### config.mk
export PLATFORM = sky130hd
export DESIGN_NAME = fetch_sequencer
export DESIGN_NICKNAME = d
export VERILOG_FILES = /design/src/rtl/fetch_pkg.sv /design/src/rtl/fetch_pc.sv /design/src/rtl/fetch_sequencer.sv
export SDC_FILE = /design/constraint.sdc
export NUM_CORES = 1
export LEC_CHECK = 0
export BUFFER_PORTS_ARGS = -buffer_cell sky130_fd_sc_hd__buf_2
export CAP_MARGIN = 20
export CORE_MARGIN = 1.5
export CORE_UTILIZATION = 45
export DETAILED_ROUTE_END_ITERATION = 6
export GPL_TIMING_DRIVEN = 0
export PLACE_DENSITY = 0.77
export SYNTH_ARGS = -nofsm -noshare
export SYNTH_HDL_FRONTEND = slang
export SYNTH_SLANG_ARGS = --single-unit
### constraint.sdc
create_clock -name clk -period 4.7 [get_ports clk]
set_clock_uncertainty 0.15 [all_clocks]
set_input_delay 0.47 -clock clk [delete_from_list [all_inputs] [get_ports clk]]
set_output_delay 0.47 -clock clk [all_outputs]
set_load 0.01 [all_outputs]
### src/rtl/fetch_pkg.sv
// Shared widths, reset/halt constants and the fetch FSM state encoding.
// STEP is always declared so the encoding is identical with or without FETCH_STEP_EN.
package fetch_pkg;

    localparam int PC_W    = 8;
    localparam int INSTR_W = 16;

    localparam logic [PC_W-1:0]    RESET_PC_DEFAULT  = 8'h00;
    localparam logic [INSTR_W-1:0] HALT_WORD_DEFAULT = 16'hFFFF;

    typedef enum logic [2:0] {
        IDLE,
        FETCH,
        ISSUE,
        HALT,
        STEP
    } fetch_state_t;

endpackage

### src/rtl/fetch_pc.sv
// Program counter register: load has priority over increment, and increment wraps modulo 2**PC_W.
module fetch_pc
    import fetch_pkg::*;
#(
    parameter logic [PC_W-1:0] RESET_PC = RESET_PC_DEFAULT
) (
    input  logic            clk,
    input  logic            reset,
    input  logic            load_i,
    input  logic [PC_W-1:0] load_val_i,
    input  logic            inc_i,
    output logic [PC_W-1:0] pc_o
);

    logic [PC_W-1:0] pc_q;
    logic [PC_W-1:0] pc_d;

    always_comb begin
        pc_d = pc_q;
        if (load_i) begin
            pc_d = load_val_i;
        end else if (inc_i) begin
            pc_d = pc_q + PC_W'(1);
        end
    end

    // NOTE: sequential state uses non-blocking assignments only; combinational next-state uses blocking.
    always_ff @(posedge clk or posedge reset) begin
        if (reset) begin
            pc_q <= RESET_PC;
        end else begin
            pc_q <= pc_d;
        end
    end

    assign pc_o = pc_q;

endmodule

### src/rtl/fetch_sequencer.sv
// Instruction fetch controller: PC, ROM address, instruction register and valid/ready issue.
// Optional single-step mode is enabled by defining FETCH_STEP_EN (adds the step input and STEP state).
module fetch_sequencer
    import fetch_pkg::*;
#(
    parameter logic [PC_W-1:0]    RESET_PC  = RESET_PC_DEFAULT,
    parameter logic [INSTR_W-1:0] HALT_WORD = HALT_WORD_DEFAULT
) (
    input  logic               clk,
    input  logic               reset,
    input  logic               start,
    output logic [PC_W-1:0]    rom_addr,
    input  logic [INSTR_W-1:0] rom_data,
    output logic [INSTR_W-1:0] instr,
    output logic [PC_W-1:0]    instr_pc,
    output logic               instr_valid,
    input  logic               instr_ready,
    input  logic               jump,
    input  logic [PC_W-1:0]    jump_addr,
`ifdef FETCH_STEP_EN
    input  logic               step,
`endif
    output logic               halted
);

    fetch_state_t       state_q, state_d;
    logic [PC_W-1:0]    pc;
    logic               pc_load;
    logic [PC_W-1:0]    pc_load_val;
    logic               pc_inc;
    logic               capture;
    logic [INSTR_W-1:0] instr_q;
    logic [PC_W-1:0]    instr_pc_q;
    logic               valid_q;
    logic               halted_q;

    fetch_pc #(
        .RESET_PC (RESET_PC)
    ) u_pc (
        .clk        (clk),
        .reset      (reset),
        .load_i     (pc_load),
        .load_val_i (pc_load_val),
        .inc_i      (pc_inc),
        .pc_o       (pc)
    );

    // NOTE: every signal driven here gets a default first, so no path can infer a latch.
    always_comb begin
        state_d     = state_q;
        pc_load     = 1'b0;
        pc_load_val = RESET_PC;
        pc_inc      = 1'b0;
        capture     = 1'b0;
        unique case (state_q)
            IDLE: begin
                if (start) begin
                    pc_load = 1'b1;
                    state_d = FETCH;
                end
            end
            FETCH: begin
                // A redirect discards whatever the ROM returned, even a halt word.
                if (jump) begin
                    pc_load     = 1'b1;
                    pc_load_val = jump_addr;
                end else if (rom_data == HALT_WORD) begin
                    state_d = HALT;
                end else begin
                    capture = 1'b1;
                    pc_inc  = 1'b1;
                    state_d = ISSUE;
                end
            end
            ISSUE: begin
                if (jump) begin
                    pc_load     = 1'b1;
                    pc_load_val = jump_addr;
                    state_d     = FETCH;
                end else if (instr_ready) begin
`ifdef FETCH_STEP_EN
                    state_d = STEP;
`else
                    state_d = FETCH;
`endif
                end
            end
            HALT: begin
                if (start) begin
                    pc_load = 1'b1;
                    state_d = FETCH;
                end
            end
`ifdef FETCH_STEP_EN
            STEP: begin
                if (jump) begin
                    pc_load     = 1'b1;
                    pc_load_val = jump_addr;
                end else if (step) begin
                    state_d = FETCH;
                end
            end
`endif
            default: state_d = IDLE;
        endcase
    end

    always_ff @(posedge clk or posedge reset) begin
        if (reset) begin
            state_q    <= IDLE;
            instr_q    <= '0;
            instr_pc_q <= '0;
            valid_q    <= 1'b0;
            halted_q   <= 1'b0;
        end else begin
            state_q  <= state_d;
            valid_q  <= (state_d == ISSUE);
            halted_q <= (state_d == HALT);
            if (capture) begin
                instr_q    <= rom_data;
                instr_pc_q <= pc;
            end
        end
    end

    assign rom_addr    = pc;
    assign instr       = instr_q;
    assign instr_pc    = instr_pc_q;
    assign instr_valid = valid_q;
    assign halted      = halted_q;

endmodule

==> After elaboration in Yosys (flattened, before gate mapping) <==
Cells that the tools add are included.
{ "word_totals": {"register_bits": 37, "wordCells": 33, "output_inout_bits": 34} }
{ "op_classes": {"n_reduce_logical": 4, "eq_ne": 6, "n_addsub": 1, "mux": 16} }
{ "op_table": {"columns": ["op", "n"], "rows": [
  ["2-to-1 mux 8 bit", 4],
  ["== test 16 bit, second input constant", 1],
  ["== test 3 x 2 -> 1 bit, second input constant", 4],
  ["2-to-1 mux 3 bit", 4],
  ["one-hot mux 3 bit (3 select lines)", 1],
  ["adder 8 x 1 -> 8 bit, second input constant", 1],
  ["2-to-1 mux 1 bit", 6],
  ["OR reduction 2 bit", 2],
  ["== test 3 x 1 -> 1 bit, second input constant", 1],
  ["logical NOT 3 bit", 1],
  ["one-hot mux 1 bit (2 select lines)", 1],
  ["nonzero test 2 bit", 1]
]} }

==> Logic depth before layout (Yosys ltp) <==
{ "depth": {"depth_word": 6, "mapped_depth": 6} }

==> Modules after synthesis <==
A second synthesis with hierarchy kept.
{ "unflattened": {"hier_cells": 141, "hier_area_um2": 1776.7} }
{ "modules_own_cells": {"columns": ["mod", "instances", "cells_per_inst", "area_each_um2"], "rows": [
  ["fetch_sequencer", 1, 91, 1331.3],
  ["fetch_pc", 1, 50, 445.4]
]} }

==> Worst setup path after synthesis <==
Ideal clock, no wire load.
{ "synth_path": {"path_kind": "input to register", "from": "input port rom_data[12]", "to": "register instr_q[0], in the netlist instr[0]", "cell_stages": 6, "required_ns": 4.423, "slack_ns": 2.574, "arrival_ns": 1.848, "setup_time_ns": 0.127, "cell_sequence": "nand4_1 -> or4_1 -> buf_2 -> nand2_4 -> buf_8 -> mux2_1"} }
{ "synth_via": {"elab_chain_cells": 4} }
{ "synth_lines": {"columns": ["element", "line_no", "rtl"], "rows": [
  ["start: declaration", "fetch_sequencer.sv:13", "input logic [INSTR_W-1:0] rom_data,"],
  ["== test 16 bit", "fetch_sequencer.sv:67", "end else if (rom_data == HALT_WORD) begin"],
  ["2-to-1 mux 1 bit", "fetch_sequencer.sv:67", null],
  ["2-to-1 mux 1 bit", "fetch_sequencer.sv:64", "if (jump) begin"],
  ["2-to-1 mux 1 bit", "fetch_sequencer.sv:55", "unique case (state_q)"],
  ["end signal: assignment", "fetch_sequencer.sv:120", "instr_q <= rom_data;"],
  ["end: declaration", "fetch_sequencer.sv:32", "logic [INSTR_W-1:0] instr_q;"]
]} }
No other way between the ends.
A chain may end at the register's enable or synchronous reset.

==> Worst setup path in the final report <==
{ "layout_path": {"from": "register state_q[1]", "to": "register instr_q[8], in the netlist instr[8]"} }
{ "layout_via": {"elab_chain_cells": 2} }
{ "layout_lines": {"columns": ["element", "line_no", "rtl"], "rows": [
  ["start: declaration", "fetch_sequencer.sv:26", "fetch_state_t state_q, state_d;"],
  ["start signal: assignment", "fetch_sequencer.sv:116", "state_q <= state_d;"],
  ["== test 3 x 1 -> 1 bit", "fetch_sequencer.sv:55", null],
  ["2-to-1 mux 1 bit", "fetch_sequencer.sv:55", null]
]} }
No other way between the ends.

==> out/qor.yml <==
layout_min_cycle_time_ns: 2.13
worst_ep_required_time_ns: 4.72
h-tree-depth: 2
routedWlPerCell_um: 14.8
cts-root-buf: "clkbuf_8"
grt.overflow.total: 0
area_delta_synth_final_pct: 25.6
layout.nets: 243
p_seq_share_pct: 49.6
grt_pass1_wl_um: 6710
drive_above_1_share_pct: 42.5
relSlewSlack_pct: 48.7
die_area_um2: 4320
synth-seq-area-share_pct: 52.3
grt_max_degree: 38
postCtsHoldBufs: 0
synth.distinct_cells: 48
cpPeakStageDelay_ns: 0.45
swShare_pct: 29.9
crit_chain: "or3b_4 -> or2_4 -> nor2_8 -> buf_6 -> mux2_1"
clockBufferDepth: 2
io_pins: 63
place_congestion: 0.838
antenna_found_initial: 0
cts-resized-gates: 0
worstSetupEndpointType: "register"
synth_edf_count: 0
timing.fmax_mhz: 469
finalMaxSlewViolations: 0
powerDensity_nw_per_um2: 373
fin_area_um2: 2220
fill_cells: 345
start_kind: "register"
synth.top_cell.area_share_pct: 52.3
hold_viol: 0
clk_latency_ns: 0.29
worst-setup-path-type: "reg2reg"
netlist_area_um2: 1770
syn_nets: 174
cts_setup_buffers: 0
min_period_over_period_pct: 45.4
drv_cap: 0
power.share.clock_pct: 25.6
tightestPinTransition_ns: 0.768
synth_cells: 144
fin_util_pct: 59.9
dp.cells: 254
ys_warn_count: 0
postPlaceCellArea_um2: 2140
synth-async-reset-ratio_pct: 100
yosysTopAreaCell: "dfrtp_1"
die_x_um: 65.7
clkTransAtPathRegs_ns: 0.07
status: "finished clean"
cp.arrival_ns: 2.16
intPower_w: 0.000581
yosys_most_used_dff: "dfrtp_1"
cts_made_buffers: 5
ys_seq_elements: 37
fin_cells: 262
dr.pass1.iters: 6
track_usage_pct: 20.5
drcViolationCount: 0
drt_iter0_drc: 131
grt_setup_unrepaired: "no"
cts_tree: "built"
die_h_um: 65.7
p_leak_nw: 1.09
path_max_fanout: 10
portBuffers: 62
grt_pass1_vias: 1476
hp-class: "in2async"
n_antenna_cell: 0
total_power_w: 0.000829
dp_hpwl_um: 2870
regToRegSetupSlack_ns: 2.57
crit_slowest_cell: "dfrtp_1"
setup_viol: 0
initial_core_util_pct: 47.7
vias: 1430
synth.area.top_cells: "dfrtp_1 52%, mux2_1 9.5%, mux2_2 5.1%"
finalSetupTns_ns: 0
core_um2: 3720
vdd_drop_max_uv: 234
routed_wl_um: 3890
syn_avg_cell_area_um2: 12.3
combPwrFrac_pct: 24.8
vias_per_cell: 5.46
ant_nets: 0
placementRows: 22
p_sw_w: 0.000248
cts.sinks: 37
==> logic make-up after synthesis <==
logic type,after synthesis,synth area share (%)
AND/OR/NAND/NOR,39,14.8
other,1,0.212
adder cells (fa/ha/maj),1,0.706
multiplexers,25,16.0
flip-flops,37,52.3
AO/OA/AOI/OAI,29,12.1
XOR/XNOR,1,0.494
buffers and inverters,11,3.53
==> critical path, delay by kind of cell, from the launching register on <==
| family | cells | cell delay, ns |
|---|---|---|
| mux | 1 | 0.33 |
| buf+inv | 1 | 0.17 |
| flops | 1 | 0.45 |
| simple gates | 3 | 0.91 |
==> metal layers <==
layer  part of all wire [%]  GRT usage (%)  vias up
li1                       -              -      676
met3                     11           8.73        8
met1                     41           24.5      674
met4                    1.7           7.29        0
met5                      0              0        -
met2                     46           33.1       72
==> flip-flops by register name (all words and copies together) (netlist names) <==
signal	cells
instr_pc	8
instr	16
u_pc.pc_o	8
instr_valid	1
state_q	3
halted	1
==> cell usage in the layout, fill, tap and decap left out, types with 2 or more instances in the layout <==
cell type | Yosys | routed
o21ai_0 | 2 | 2
nand2_1 | 3 | 3
mux2_1 | 15 | 15
dfrtp_1 | 37 | 37
buf_2 | 2 | 64
mux2_2 | 8 | 8
nand3_1 | 2 | 2
and3_1 | 2 | 2
nand4_1 | 5 | 5
clkinv_2 | 0 | 2
nor3_1 | 3 | 3
nand2b_1 | 2 | 2
clkbuf_8 | 0 | 5
clkbuf_1 | 1 | 2
a2bb2oi_1 | 4 | 4
a21oi_1 | 5 | 5
nor2_1 | 8 | 8
a211oi_1 | 9 | 9
inv_1 | 5 | 4
==> path summary, 6_finish.rpt <==
kind                                           endpoint                    start  cells after the start
worst max-delay path               instr[8]$_DFFE_PP0P_     state_q[1]$_DFF_PP0_                      5
worst min-delay path               instr[6]$_DFFE_PP0P_                    reset                      2
worst max register to register     instr[8]$_DFFE_PP0P_     state_q[1]$_DFF_PP0_                      5
worst min register to register  instr_pc[5]$_DFFE_PP0P_  instr_pc[5]$_DFFE_PP0P_                      1
max in group asynchronous       instr_pc[2]$_DFFE_PP0P_                    reset                      2
min in group clk                   instr[0]$_DFFE_PP0P_              rom_data[0]                      2
==> through the flow <==
stage,setup slack (ns),hold slack (ns)
after global routing,2.35,0.249
after floorplan,2.57,0.379
final,2.57,0.164
after CTS,2.56,0.189
after global placement,2.32,0.313
after detailed placement,2.29,0.321
==> synthesized netlist by cell type, types with 2 or more instances <==
master / instances
mux2_1: 15
o21ai_0: 2
nor2_1: 8
nand2b_1: 2
a21oi_1: 5
nand3_1: 2
and3_1: 2
buf_2: 2
inv_1: 5
a211oi_1: 9
mux2_2: 8
nand2_1: 3
nor3_1: 3
a2bb2oi_1: 4
nand4_1: 5
dfrtp_1: 37
==> cell type report <==
class | instances | area (µm²) | area share, %
inverter | 5 | 18.8 | 0.844
buffer | 6 | 43.8 | 1.97
multi-input combinational | 96 | 783 | 35.2
timing repair buffer | 62 | 310 | 13.9
clock buffer | 6 | 72.6 | 3.26
clock inverter | 2 | 10.0 | 0.450
tap | 48 | 60.1 | 2.70
sequential | 37 | 926 | 41.6
==> power by group through the flow <==
stage | clock network, W | logic [W] | registers [W]
global route | 0.000233 | 0.000229 | 0.000420
global placement | 0 | 0.000204 | 0.000414
CTS | 0.000221 | 0.000209 | 0.000411
finish | 0.000213 | 0.000205 | 0.000411
detailed placement | 0 | 0.000208 | 0.000416
floorplan | 0 | 0.0000890 | 0.000442
(Power assumes the default switching activity.)
